[src/rtl/clock_pkg.sv]
// rtl/clock_pkg.sv - shared field indices, field ranges and scheduler states
//
// Purpose: constants and types shared by clock_field_sched and field_wrap_inc.
// Ports:   none (package).
package clock_pkg;

  localparam int NUM_FIELDS = 5;

  localparam logic [2:0] F_SEC   = 3'd0;
  localparam logic [2:0] F_MIN   = 3'd1;
  localparam logic [2:0] F_HOUR  = 3'd2;
  localparam logic [2:0] F_DAY   = 3'd3;
  localparam logic [2:0] F_MONTH = 3'd4;

  localparam int FIELD_MIN [NUM_FIELDS] = '{0, 0, 0, 1, 1};
  localparam int FIELD_MAX [NUM_FIELDS] = '{59, 59, 23, 31, 12};

  typedef enum logic [1:0] {
    SCAN  = 2'd0,
    FETCH = 2'd1,
    EDIT  = 2'd2,
    LOAD  = 2'd3
  } state_e;

endpackage

[src/rtl/field_wrap_inc.sv]
// rtl/field_wrap_inc.sv - per-field wrapped increment and range clamp
//
// Purpose: combinational helper returning value+1 wrapped MAX->MIN for the
//          selected field, and value forced to MIN when outside [MIN, MAX].
// Ports:
//   value_i  in  DW  value to increment / clamp
//   field_i  in  3   field index (F_SEC..F_MONTH); other codes use sec range
//   inc_o    out DW  wrapped increment of value_i
//   clamp_o  out DW  value_i if in range, else field MIN
module field_wrap_inc
  import clock_pkg::*;
#(
  parameter int DW = 6
) (
  input  logic [DW-1:0] value_i,
  input  logic [2:0]    field_i,
  output logic [DW-1:0] inc_o,
  output logic [DW-1:0] clamp_o
);

  logic [DW-1:0] lo;
  logic [DW-1:0] hi;

  always_comb begin
    lo = DW'(FIELD_MIN[F_SEC]);
    hi = DW'(FIELD_MAX[F_SEC]);
    case (field_i)
      F_MIN: begin
        lo = DW'(FIELD_MIN[F_MIN]);
        hi = DW'(FIELD_MAX[F_MIN]);
      end
      F_HOUR: begin
        lo = DW'(FIELD_MIN[F_HOUR]);
        hi = DW'(FIELD_MAX[F_HOUR]);
      end
      F_DAY: begin
        lo = DW'(FIELD_MIN[F_DAY]);
        hi = DW'(FIELD_MAX[F_DAY]);
      end
      F_MONTH: begin
        lo = DW'(FIELD_MIN[F_MONTH]);
        hi = DW'(FIELD_MAX[F_MONTH]);
      end
      default: ;
    endcase
  end

  assign inc_o   = (value_i == hi) ? lo : value_i + 1'b1;
  assign clamp_o = ((value_i < lo) || (value_i > hi)) ? lo : value_i;

endmodule

[src/rtl/clock_field_sched.sv]
// rtl/clock_field_sched.sv - shared counter bus scheduler with field edit sequencer
//
// Purpose: SCAN grants the bus round-robin (SCAN_DIV cycles per unit) and
//          republishes captured values; SET mode fetches, edits and loads
//          each field in turn. Optional macro FIELD_SET_TIMEOUT_EN returns
//          from EDIT to SCAN after TIMEOUT_CYC idle cycles.
// Ports:
//   clk, clear (sync active-high)      clock / reset
//   databus     in  DW       bus from counter units (valid while en bit high)
//   set_req, next_field, inc, commit   single-cycle user pulses
//   en, ld      out NFIELDS  one-hot-or-zero bus grant / load strobe
//   data        out DW       load data (held between loads)
//   scan_field, scan_value, scan_valid  last captured field/value + pulse
//   set_active  out 1        high in FETCH/EDIT/LOAD
//   sel_field   out 3        field being edited
module clock_field_sched
  import clock_pkg::*;
#(
  parameter int NFIELDS     = 5,
  parameter int DW          = 6,
  parameter int SCAN_DIV    = 4,
  parameter int TIMEOUT_CYC = 1024
) (
  input  logic               clk,
  input  logic               clear,
  input  logic [DW-1:0]      databus,
  input  logic               set_req,
  input  logic               next_field,
  input  logic               inc,
  input  logic               commit,
  output logic [NFIELDS-1:0] en,
  output logic [NFIELDS-1:0] ld,
  output logic [DW-1:0]      data,
  output logic [2:0]         scan_field,
  output logic [DW-1:0]      scan_value,
  output logic               scan_valid,
  output logic               set_active,
  output logic [2:0]         sel_field
);

  localparam int               SLOT_W     = (SCAN_DIV > 1) ? $clog2(SCAN_DIV) : 1;
  localparam logic [SLOT_W-1:0] SLOT_LAST  = SLOT_W'(SCAN_DIV - 1);
  localparam logic [2:0]       LAST_FIELD = 3'(NFIELDS - 1);

  state_e              state_q, state_d;
  logic [SLOT_W-1:0]   slot_q, slot_d;
  logic [2:0]          idx_q, idx_d;
  logic [2:0]          sel_q, sel_d;
  logic [DW-1:0]       edit_q, edit_d;
  logic [NFIELDS-1:0]  en_q, en_d;
  logic [NFIELDS-1:0]  ld_q, ld_d;
  logic [DW-1:0]       data_q, data_d;
  logic [2:0]          scan_field_q, scan_field_d;
  logic [DW-1:0]       scan_value_q, scan_value_d;
  logic                scan_valid_q, scan_valid_d;
  logic                set_active_q;
  logic                advance;
  logic                timeout_hit;
  logic [DW-1:0]       wrap_value, wrap_inc, wrap_clamp;

  // Only FETCH needs the clamp of the bus; every other state uses the increment of edit_q.
  assign wrap_value = (state_q == FETCH) ? databus : edit_q;

  field_wrap_inc #(.DW(DW)) u_wrap (
    .value_i (wrap_value),
    .field_i (sel_q),
    .inc_o   (wrap_inc),
    .clamp_o (wrap_clamp)
  );

`ifdef FIELD_SET_TIMEOUT_EN
  localparam int IDLE_W = $clog2(TIMEOUT_CYC + 1);
  logic              edit_idle;
  logic [IDLE_W-1:0] idle_q, idle_d;

  assign edit_idle   = (state_q == EDIT) && !(inc || next_field || commit);
  assign timeout_hit = edit_idle && (idle_q == IDLE_W'(TIMEOUT_CYC - 1));

  always_comb begin
    idle_d = '0;
    if (edit_idle) idle_d = idle_q + 1'b1;
  end

  always_ff @(posedge clk) begin
    if (clear) idle_q <= '0;
    else       idle_q <= idle_d;
  end
`else
  assign timeout_hit = 1'b0;
`endif

  always_comb begin
    state_d      = state_q;
    slot_d       = slot_q;
    idx_d        = idx_q;
    sel_d        = sel_q;
    edit_d       = edit_q;
    ld_d         = '0;
    data_d       = data_q;
    scan_field_d = scan_field_q;
    scan_value_d = scan_value_q;
    scan_valid_d = 1'b0;
    advance      = 1'b0;

    unique case (state_q)
      SCAN: begin
        if (set_req) begin
          state_d = FETCH;
          sel_d   = '0;
          slot_d  = '0;
        end else if (en_q == '0) begin
          // Cycle right after clear: grant not yet on the bus, slot does not count.
          slot_d = '0;
        end else if (slot_q == SLOT_LAST) begin
          scan_field_d = idx_q;
          scan_value_d = databus;
          scan_valid_d = 1'b1;
          slot_d       = '0;
          idx_d        = (idx_q == LAST_FIELD) ? 3'd0 : idx_q + 3'd1;
        end else begin
          slot_d = slot_q + 1'b1;
        end
      end
      FETCH: begin
        edit_d  = wrap_clamp;
        state_d = EDIT;
      end
      EDIT: begin
        if (commit) begin
          state_d = LOAD;
          ld_d    = NFIELDS'(1) << sel_q;
          data_d  = edit_q;
        end else if (next_field) begin
          advance = 1'b1;
        end else if (inc) begin
          edit_d = wrap_inc;
        end else if (timeout_hit) begin
          state_d = SCAN;
          idx_d   = '0;
          slot_d  = '0;
          sel_d   = '0;
        end
      end
      LOAD: advance = 1'b1;
      default: ;
    endcase

    if (advance) begin
      if (sel_q == LAST_FIELD) begin
        state_d = SCAN;
        idx_d   = '0;
        slot_d  = '0;
        sel_d   = '0;
      end else begin
        state_d = FETCH;
        sel_d   = sel_q + 3'd1;
      end
    end

    // The grant register follows the next state so en lines up with it.
    en_d = '0;
    if (state_d == SCAN)       en_d = NFIELDS'(1) << idx_d;
    else if (state_d == FETCH) en_d = NFIELDS'(1) << sel_d;
  end

  always_ff @(posedge clk) begin
    if (clear) begin
      state_q      <= SCAN;
      slot_q       <= '0;
      idx_q        <= '0;
      sel_q        <= '0;
      edit_q       <= '0;
      en_q         <= '0;
      ld_q         <= '0;
      data_q       <= '0;
      scan_field_q <= '0;
      scan_value_q <= '0;
      scan_valid_q <= 1'b0;
      set_active_q <= 1'b0;
    end else begin
      state_q      <= state_d;
      slot_q       <= slot_d;
      idx_q        <= idx_d;
      sel_q        <= sel_d;
      edit_q       <= edit_d;
      en_q         <= en_d;
      ld_q         <= ld_d;
      data_q       <= data_d;
      scan_field_q <= scan_field_d;
      scan_value_q <= scan_value_d;
      scan_valid_q <= scan_valid_d;
      set_active_q <= (state_d != SCAN);
    end
  end

  assign en         = en_q;
  assign ld         = ld_q;
  assign data       = data_q;
  assign scan_field = scan_field_q;
  assign scan_value = scan_value_q;
  assign scan_valid = scan_valid_q;
  assign set_active = set_active_q;
  assign sel_field  = sel_q;

endmodule

[config.mk]
export PLATFORM = sky130hd
export DESIGN_NAME = clock_field_sched
export DESIGN_NICKNAME = d
export VERILOG_FILES = /design/src/rtl/clock_pkg.sv /design/src/rtl/field_wrap_inc.sv /design/src/rtl/clock_field_sched.sv
export SDC_FILE = /design/constraint.sdc
export NUM_CORES = 1
export LEC_CHECK = 0
export BUFFER_PORTS_ARGS = -buffer_cell sky130_fd_sc_hd__buf_2
export CELL_PAD_IN_SITES_DETAIL_PLACEMENT = 1
export CELL_PAD_IN_SITES_GLOBAL_PLACEMENT = 2
export CORE_UTILIZATION = 35
export DETAILED_ROUTE_END_ITERATION = 12
export PLACE_DENSITY_LB_ADDON = 0.3
export SETUP_SLACK_MARGIN = 0.15
export SLEW_MARGIN = 5
export SYNTH_ARGS = -nofsm -noshare
export SYNTH_HDL_FRONTEND = slang
export SYNTH_HIERARCHICAL = 1
export SYNTH_SLANG_ARGS = --single-unit
[constraint.sdc]
create_clock -name clk -period 4.9 [get_ports clk]
set_input_delay 0.49 -clock clk [delete_from_list [all_inputs] [get_ports clk]]
set_output_delay 0.49 -clock clk [all_outputs]
set_load 0.005 [all_outputs]
==> impl_metrics.yaml, run 1 <==
outcome:
  status: "complete, but fails checks"
  violations: "design-rule violations"
synthesis:
  synth_seq_cells: 43
  syn_nets: 304
  synthTopCellsByArea: "dfxtp_1, a21oi_1, ha_1"
  ys_warn_count: 6
  yosysTopAreaCell: "dfxtp_1"
  synth_area_um2: 2370
  synth_edf_count: 0
  syn_inst: 280
  synth_top_area_share: 0.364
  synth_cell_types: 53
  seq_area_frac_synth: 0.364
  synth_flop_cell: "dfxtp_1"
  async_flop_share: 0
  synth_common_cells: "dfxtp_1, a21oi_1, nand2_1, nor2_1"
  yosysMostFrequentCell: "dfxtp_1"
  synth_area_per_cell_um2: 8.45
clock_network:
  cts.repair.resized: 0
  clockBufferDepth: 2
  cts_sinks: 43
  cts_tree: "built"
  cts_root_buf: "clkbuf_8"
  numCtsBuffers: 5
  clock_latency_ns: 0.29
  path_clk_slew_ns: 0.08
  postCtsSetupRepairBufs: 0
  cts-hold-fix-buffers: 0
  htree_levels: 2
drt:
  dr.pass1.iters: 8
  ant_nets: 0
  routed_via_density: 5.31
  wl_um: 6060
  wl_per_cell_um: 15.5
  vias: 2080
  drt_drc_violations_left: 7
  initialDrtViolationCount: 59
critical_path:
  cp.arrival_ns: 3.39
  cp-start-kind: "register"
  crit_fanout: 10
  cpMostUsedCell: "nor2_1"
  cpLargestDelayFamily: "simple AND/OR/NAND/NOR gates"
  r2r_slack_ns: 1.66
  crit_type: "register to register"
  cp_num_buf_inv: 0
  max_stage_delay_ns: 0.53
  cp.required_ns: 5.05
  end_kind: "register"
  path_cells: "nand2b_1, mux2_2, ha_1, and4_1, and3_1, a31oi_1, nor2b_1, mux2i_1, nor2_1, a21oi_1, nor2_1"
  cp_slowest_cell: "dfxtp_1"
min_path:
  hp-class: "input pin to register"
pwr:
  p_clk_frac: 0.377
  power.share.sequential: 0.483
  power.switching_uw: 195
  power.density_nw_per_um2: 280
  ir_drop_uv: 119
  swShare: 0.257
  p_comb_frac: 0.141
  intPower_uw: 565
  leakagePower_nw: 1.17
timing:
  period_needed_ns: 3.24
  finalHoldViolCount: 0
  max-slew-margin-rel: 0.449
  finalSetupTns_ns: 0
  finalWorstSetupSlack_ns: 1.66
  skew_ns: 0.00873
  fmax_mhz: 309
  period_share: 0.661
  setup_viol: 0
  worst_pin_slew_ns: 0.825
  slew_violations: 0
  rsz0062_at_grt: "no"
die:
  initial_core_util: 0.369
  num_rows: 29
  core_area_um2: 6420
  die_h_um: 84.2
  io_pins: 42
  dieArea_um2: 7100
  die_x_um: 84.2
placement:
  portBuffers: 41
  gp_routability_congestion: 0.824
  dp_hpwl_um: 4700
  dp_slack_ns: 1.66
flow_run:
  maxCapViolations: 0
grt:
  grt_max_degree: 34
  grt_pass1_wl_um: 10300
  grt_usage: 0.182
  antenna_found_initial: 0
  grt-ovfl-total: 0
  grt_pass1_vias: 2048
layout:
  antenna_cells: 0
  nets: 338
  areaGrowthSynthToFinish_pct: 14.9
  fillers: 783
  drive_gt1_frac: 0.219
[metrics by stage]
| stage | std cells | instance area [um^2] | hold WS, ns | util | total power [mW] |
|---|---|---|---|---|---|
| global placement | 384 | 2600 | 0.441 | 0.405 | 0.481 |
| floorplan | 280 | 2370 | 0.453 | - | 0.454 |
| CTS | 392 | 2720 | 0.445 | 0.423 | 0.768 |
| finish | 392 | 2720 | 0.451 | 0.423 | 0.761 |
| detailed placement | 384 | 2600 | 0.444 | 0.405 | 0.483 |
| global route | 392 | 2720 | 0.437 | 0.423 | 0.798 |
[cell usage in the layout, fill, tap and decap left out, types with 3 or more instances in the layout]
cell | Yosys | layout
a21oi_1 | 32 | 32
a31oi_1 | 4 | 4
a32o_1 | 3 | 3
and3_1 | 6 | 6
buf_2 | 9 | 41
clkbuf_8 | 0 | 6
dfxtp_1 | 43 | 43
ha_1 | 12 | 12
inv_1 | 12 | 12
mux2_2 | 6 | 6
mux2i_1 | 7 | 7
nand2_1 | 31 | 31
nand2b_1 | 3 | 3
nand3_1 | 12 | 12
nor2_1 | 29 | 29
nor2b_1 | 6 | 6
nor3_1 | 3 | 3
nor3b_1 | 4 | 4
o211ai_1 | 3 | 3
o21ai_0 | 7 | 7
[logic make-up after synthesis]
group | count (synthesis) | share of synthesized area
compound gates | 69 | 0.201
xor+xnor | 4 | 0.0148
fa+ha+maj | 12 | 0.0634
buf+inv | 27 | 0.0507
flops | 43 | 0.364
mux | 15 | 0.0724
simple gates | 110 | 0.234
[registers in the layout (all words and copies together) (netlist names), 3 cells and up]
register    cells
scan_field      3
ld              5
idx_q           3
scan_value      6
data            6
sel_field       3
edit_q          6
en              5
[power groups by stage]
| stage | clock network [mW] | registers, mW | logic, mW |
|---|---|---|---|
| after floorplan | 0 | 0.370 | 0.0840 |
| after global placement | 0 | 0.375 | 0.106 |
| after detailed placement | 0 | 0.376 | 0.108 |
| after CTS | 0.292 | 0.367 | 0.108 |
| after global routing | 0.309 | 0.369 | 0.120 |
| final | 0.286 | 0.367 | 0.107 |
[path summary, 6_finish.rpt]
path	to	depth (start not counted)	start
setup / recovery	edit_q[4]$_SDFFE_PP0P_	11	state_q[1]$_SDFF_PP0_
hold / removal	scan_value[3]$_SDFFE_PP0P_	3	databus[3]
setup reg to reg	edit_q[4]$_SDFFE_PP0P_	11	state_q[1]$_SDFF_PP0_
hold reg to reg	scan_value[5]$_SDFFE_PP0P_	2	scan_value[5]$_SDFFE_PP0P_
[per-layer routing]
layer | GRT usage | wire [um] | vias to the layer above
li1 | - | - | 1061
met1 | 0.244 | 2890 | 994
met2 | 0.304 | 3020 | 19
met3 | 0.0324 | 95 | 6
met4 | 0.0423 | 61 | 0
met5 | 0 | 0 | -
[worst reg2reg max path, cell delays in order (launching register included)]
cell	delay, ns
dfxtp_1	0.53
nand2b_1	0.34
mux2_2	0.45
ha_1	0.32
and4_1	0.21
and3_1	0.29
a31oi_1	0.44
nor2b_1	0.09
mux2i_1	0.15
nor2_1	0.06
a21oi_1	0.16
nor2_1	0.06
[layout make-up]
type,instances,area (um^2),area share
Multi-Input combinational cell,210,1390,0.510
Tap cell,77,96.3,0.0354
Inverter,12,45.0,0.0166
Sequential cell,43,861,0.317
Clock buffer,6,82.6,0.0304
Timing Repair Buffer,42,213,0.0782
Clock inverter,2,35.0,0.0129
Note: power is estimated with default switching activity, not from simulation.
==> run 2, diff against run 1 <==
--- a/config.mk
+++ b/config.mk
@@ -5,10 +5,11 @@
 export SDC_FILE = /design/constraint.sdc
 export NUM_CORES = 1
 export LEC_CHECK = 0
+export ABC_AREA = 1
 export BUFFER_PORTS_ARGS = -buffer_cell sky130_fd_sc_hd__buf_2
 export CELL_PAD_IN_SITES_DETAIL_PLACEMENT = 1
 export CELL_PAD_IN_SITES_GLOBAL_PLACEMENT = 2
-export CORE_UTILIZATION = 35
+export CORE_UTILIZATION = 30
 export DETAILED_ROUTE_END_ITERATION = 12
 export PLACE_DENSITY_LB_ADDON = 0.3
 export SETUP_SLACK_MARGIN = 0.15
==> constraint.sdc (replaced) <==
create_clock -name clk -period 3.31 [get_ports clk]
set_input_delay 0.331 -clock clk [delete_from_list [all_inputs] [get_ports clk]]
set_output_delay 0.331 -clock clk [all_outputs]
set_load 0.005 [all_outputs]
==> run 2 against run 1 <==
- register-to-register slack worse by 0.91 ns
- core utilization is 5.6 points lower
- critical path type unchanged
- critical endpoint is now edit_q[1]$_SDFFE_PP0P_
- total power is 51% higher
- global-route usage is 0.87 points lower
- combinational power is 130% higher
- sequential cell count stayed put
- highest routed layer unchanged
- the flow now finishes without violations
- largest cell class unchanged
- die area is 15% higher
==> impl_metrics.yaml, run 2 <==
outcome:
  status: "finished, final reports clean"
placement:
  place_area_um2: 2630
  dp_hpwl_um: 5160
  placed_cells: 472
  portBuffers: 41
  gp_routability_congestion: 0.828
  dp_slack_ns: 0.794
layout:
  areaGrowthSynthToFinish_pct: 16.5
  drive_gt1_frac: 0.194
  antenna_cells: 0
  nets: 404
  finalNonFillerCells: 480
  regArea_um2: 861
  fillers: 964
  stdcell_area_um2: 2720
  layout_common_cells: "nand2_1, dfxtp_1, buf_2, inv_1, nand3_1"
  final_common_cell: "nand2_1"
  multi_input_area_um2: 1280
  final_core_util: 0.368
timing:
  rsz0062_at_grt: "no"
  finalHoldViolCount: 0
  fmax_mhz: 391
  worst_pin_slew_ns: 0.576
  period_share: 0.773
  skew_ns: 0.00534
  setup_viol: 0
  holdWs_ns: 0.315
  slew_violations: 0
  max-slew-margin-rel: 0.616
  finalSetupTns_ns: 0
  period_needed_ns: 2.56
  finalWorstSetupSlack_ns: 0.753
critical_path:
  startpoint: "state_q[0]$_SDFF_PP0_"
  cp_num_buf_inv: 2
  cpLargestDelayFamily: "simple AND/OR/NAND/NOR gates"
  reg2reg_from: "state_q[0]$_SDFF_PP0_"
  max_stage_delay_ns: 0.40
  cp.required_ns: 3.53
  end_kind: "register"
  cp.arrival_ns: 2.78
  cpMostUsedCell: "nand2_1"
  path_cells: "inv_1, nor2_1, inv_1, nand2_1, nand2_1, ha_1, nand2_1, nor2_4, nand3_4, nand2_4, nand2_4, nor2_1, nand2_1, a31oi_1"
  cp-start-kind: "register"
  crit_fanout: 8
  crit_type: "register to register"
  cp_slowest_cell: "dfxtp_1"
synthesis:
  synth_top_area_share: 0.368
  synth_area_per_cell_um2: 6.89
  synthTopCellsByArea: "dfxtp_1, nand2_1, nand3_1"
  synth_edf_count: 0
  syn_nets: 363
  yosysTopAreaCell: "dfxtp_1"
  syn_inst: 339
  synth_cell_types: 28
  yosysMostFrequentCell: "nand2_1"
  seq_area_frac_synth: 0.368
  synth_seq_cells: 43
  synth_area_um2: 2340
  synth_common_cells: "nand2_1, dfxtp_1, inv_1, nand3_1, nor2_1"
  ys_warn_count: 6
  synth_flop_cell: "dfxtp_1"
  async_flop_share: 0
grt:
  grt-ovfl-total: 0
  antenna_found_initial: 0
  top_usage_layer: "met2"
  use_met3: 0.0354
  grt_pass1_vias: 2271
  use_met1: 0.242
  met2_usage: 0.275
  grt_usage: 0.173
  grt_max_degree: 29
  grt_pass1_wl_um: 11300
clock_network:
  path_clk_slew_ns: 0.09
  numCtsBuffers: 5
  clockBufferDepth: 2
  cts_root_buf: "clkbuf_8"
  clock_latency_ns: 0.30
  postCtsSetupRepairBufs: 0
  cts_sinks: 43
  cts.repair.resized: 0
  cts_tree: "built"
  htree_levels: 2
  cts-hold-fix-buffers: 0
min_path:
  hold_start: "databus[0]"
  hp-class: "input pin to register"
die:
  die_x_um: 90.3
  initial_core_util: 0.315
  die_h_um: 90.3
  core_area_um2: 7410
  num_rows: 31
  io_pins: 42
  dieArea_um2: 8150
drt:
  wl_per_cell_um: 14.0
  wl_um: 6740
  dr.pass1.iters: 4
  ant_nets: 0
  vias: 2299
  drt_drc_violations_left: 0
  routed_via_density: 4.79
  initialDrtViolationCount: 113
pwr:
  power.total_mw: 1.15
  leakagePower_nw: 1.33
  ir_drop_uv: 167
  power.density_nw_per_um2: 422
flow_run:
  maxCapViolations: 0
## run 2: changes by cell type after synthesis, sizes merged, moves of 6 or more
cell | before | now
nor2 | 29 | 37
and3 | 6 | 0
mux2 | 7 | 0
nand2 | 31 | 99
nand3 | 12 | 37
buf | 10 | 4
nor2b | 6 | 0
inv | 12 | 40
mux2i | 8 | 0
a21oi | 32 | 26
## run 2: worst paths after layout
| kind | endpoint | slack (ns) | cells after the start |
|---|---|---|---|
| setup / recovery | edit_q[1]$_SDFFE_PP0P_ | 0.75 | 14 |
| hold / removal | scan_value[0]$_SDFFE_PP0P_ | 0.31 | 3 |
| setup reg to reg | edit_q[1]$_SDFFE_PP0P_ | 0.75 | 14 |
| hold reg to reg | data[0]$_SDFFE_PP0P_ | 0.46 | 2 |
## run 2: layout make-up
| cell class | count | share of cell area |
|---|---|---|
| sequential | 43 | 0.316 |
| clock buffer | 5 | 0.0253 |
| multi-input combinational | 247 | 0.470 |
| clock inverter | 3 | 0.00735 |
| tap | 99 | 0.0455 |
| timing repair buffer | 43 | 0.0809 |
| inverter | 40 | 0.0551 |
## run 2: kinds of logic (layout without fill, tap and decap cells)
kind of cell,after synthesis,in the layout,share of synthesized area
XOR/XNOR,1,1,0.00375
AO/OA/AOI/OAI,46,46,0.105
adder cells (fa/ha/maj),12,12,0.0642
flip-flops,43,43,0.368
buffers and inverters,49,91,0.0846
AND/OR/NAND/NOR,188,188,0.374
## run 2: report_power, final
part	switching (mW)	internal (mW)	total, mW
Sequential	0.0183	0.538	0.556
Clock	0.198	0.147	0.345
Combinational	0.173	0.0746	0.248
Total	0.389	0.760	1.15
## run 2: worst register-to-register path, cell delays in order, from the launching register on
cell and delay [ns]:
dfxtp_1 0.40, inv_1 0.10, nor2_1 0.37, inv_1 0.20
nand2_1 0.10, nand2_1 0.15, ha_1 0.33, nand2_1 0.08
nor2_4 0.12, nand3_4 0.12, nand2_4 0.11, nand2_4 0.07
nor2_1 0.11, nand2_1 0.07, a31oi_1 0.17
## run 2: per-layer routing
| layer | share of wire | vias to the layer above |
|---|---|---|
| li1 | - | 1176 |
| met3 | 0.040 | 4 |
| met4 | 0.0085 | 0 |
| met1 | 0.51 | 1073 |
| met2 | 0.44 | 46 |
| met5 | 0 | - |
==> run 3, diff against run 2 <==
==> constraint.sdc (replaced) <==
create_clock -name clk -period 2.7 [get_ports clk]
set_input_delay 0.27 -clock clk [delete_from_list [all_inputs] [get_ports clk]]
set_output_delay 0.27 -clock clk [all_outputs]
set_load 0.005 [all_outputs]
==> run 3 against run 2 <==
- maximum frequency increased by 13%
- non-clock buffer count increased by 1
- final cell count decreased by 0.21%
- count of clock-buffer cells in the layout unchanged
- combinational power increased by 23%
- critical endpoint is now edit_q[4]$_SDFFE_PP0P_
- hold slack got worse by 0.063 ns
==> impl_metrics.yaml, run 3 (synthesis gave the netlist of run 2 again) <==
placement:
  gp_routability_congestion: 0.869
  portBuffers: 41
  dp_slack_ns: 0.355
  dp_hpwl_um: 5070
  placed_cells: 473
die:
  core_area_um2: 7410
  io_pins: 42
  die_x_um: 90.3
  num_rows: 31
  initial_core_util: 0.315
  dieArea_um2: 8150
  die_h_um: 90.3
pwr:
  leakagePower_nw: 1.33
  power.total_mw: 1.38
  power.density_nw_per_um2: 506
  ir_drop_uv: 182
timing:
  period_needed_ns: 2.26
  slew_violations: 0
  fmax_mhz: 442
  setup_viol: 0
  finalWorstSetupSlack_ns: 0.440
  finalHoldViolCount: 0
  finalSetupTns_ns: 0
  max-slew-margin-rel: 0.611
  skew_ns: 0.00781
  rsz0062_at_grt: "no"
  worst_pin_slew_ns: 0.583
  period_share: 0.837
critical_path:
  crit_type: "register to register"
  cp.required_ns: 2.91
  end_kind: "register"
  cp.arrival_ns: 2.47
  crit_fanout: 7
  cp-start-kind: "register"
grt:
  grt_pass1_wl_um: 11200
  antenna_found_initial: 0
  grt_max_degree: 29
  grt-ovfl-total: 0
  grt_usage: 0.171
  grt_pass1_vias: 2347
layout:
  layout_common_cells: "nand2_1, dfxtp_1, buf_2, inv_1, nand3_1"
  antenna_cells: 0
  final_core_util: 0.367
  drive_gt1_frac: 0.195
  finalNonFillerCells: 479
  areaGrowthSynthToFinish_pct: 16.4
  final_common_cell: "nand2_1"
  nets: 405
drt:
  top_layer_used: "met4"
  wl_met1_um: 3260
  vias: 2293
  drt_drc_violations_left: 0
  dr_wl_met2_um: 2830
  wl_per_cell_um: 13.5
  routed_via_density: 4.79
  ant_nets: 0
  initialDrtViolationCount: 60
  wl_um: 6490
  wl_met3_um: 300
  dr.pass1.iters: 4
clock_network:
  cts_sinks: 43
  cts-hold-fix-buffers: 0
  clock_latency_ns: 0.30
  cts_root_buf: "clkbuf_8"
  numCtsBuffers: 5
  cts_tree: "built"
  htree_levels: 2
  path_clk_slew_ns: 0.08
  clockBufferDepth: 2
min_path:
  hp-class: "input pin to register"
flow_run:
  maxCapViolations: 0
outcome:
  status: "finished, final reports clean"
run 3: path summary, 6_finish.rpt:
check,to,slack [ns],depth (start not counted),from
hold reg to reg,data[4]$_SDFFE_PP0P_,0.47,2,data[4]$_SDFFE_PP0P_
setup / recovery,edit_q[4]$_SDFFE_PP0P_,0.44,14,state_q[0]$_SDFF_PP0_
setup reg to reg,edit_q[4]$_SDFFE_PP0P_,0.44,14,state_q[0]$_SDFF_PP0_
hold / removal,scan_value[1]$_SDFFE_PP0P_,0.25,3,databus[1]
run 3: critical path, stage by stage, from the launching register on:
cell	delay, ns
dfxtp_1	0.40
inv_1	0.10
nor2_2	0.15
inv_1	0.12
nand2_1	0.07
nand2_1	0.13
ha_1	0.35
nand2_2	0.09
nor2_4	0.13
nand3_4	0.12
nand2_4	0.11
nand2_4	0.07
nor2_2	0.09
nand2_1	0.06
a31oi_1	0.18
run 3: through the flow:
stage          hold slack (ns)  instance area [um^2]
6_report                 0.252                  2720
5_1_grt                  0.249                  2720
4_1_cts                  0.240                  2720
3_5_place_dp             0.450                  2640
3_3_place_gp             0.448                  2640
2_1_floorplan            0.435                  2340
run 3: area by class of cell:
class,instances,area [um^2]
Clock inverter,1,7.51
Sequential cell,43,861
Clock buffer,5,68.8
Timing Repair Buffer,44,228
Fill cell,965,4690
Tap cell,99,124
Inverter,40,150
Multi-Input combinational cell,247,1280
run 3: repair_timing:
item | CTS | global route
resized for setup | 0 | 1
endpoints found under the setup margin | 0 | 5
endpoints found under the hold margin | 0 | 0
buffers inserted | 0 | 0
run 3: power breakdown:
part / leakage [nW] / total [mW] / internal, mW / switching, mW
clock network: 0.0361 / 0.390 / 0.172 / 0.218
registers: 0.348 / 0.682 / 0.659 / 0.0230
logic: 0.945 / 0.305 / 0.0939 / 0.211
run 3: per-layer routing:
layer / GRT usage / vias up
met4: 0.0511 / 0
met1: 0.231 / 1056
met3: 0.0354 / 8
li1: - / 1179
met5: 0 / -
met2: 0.272 / 50
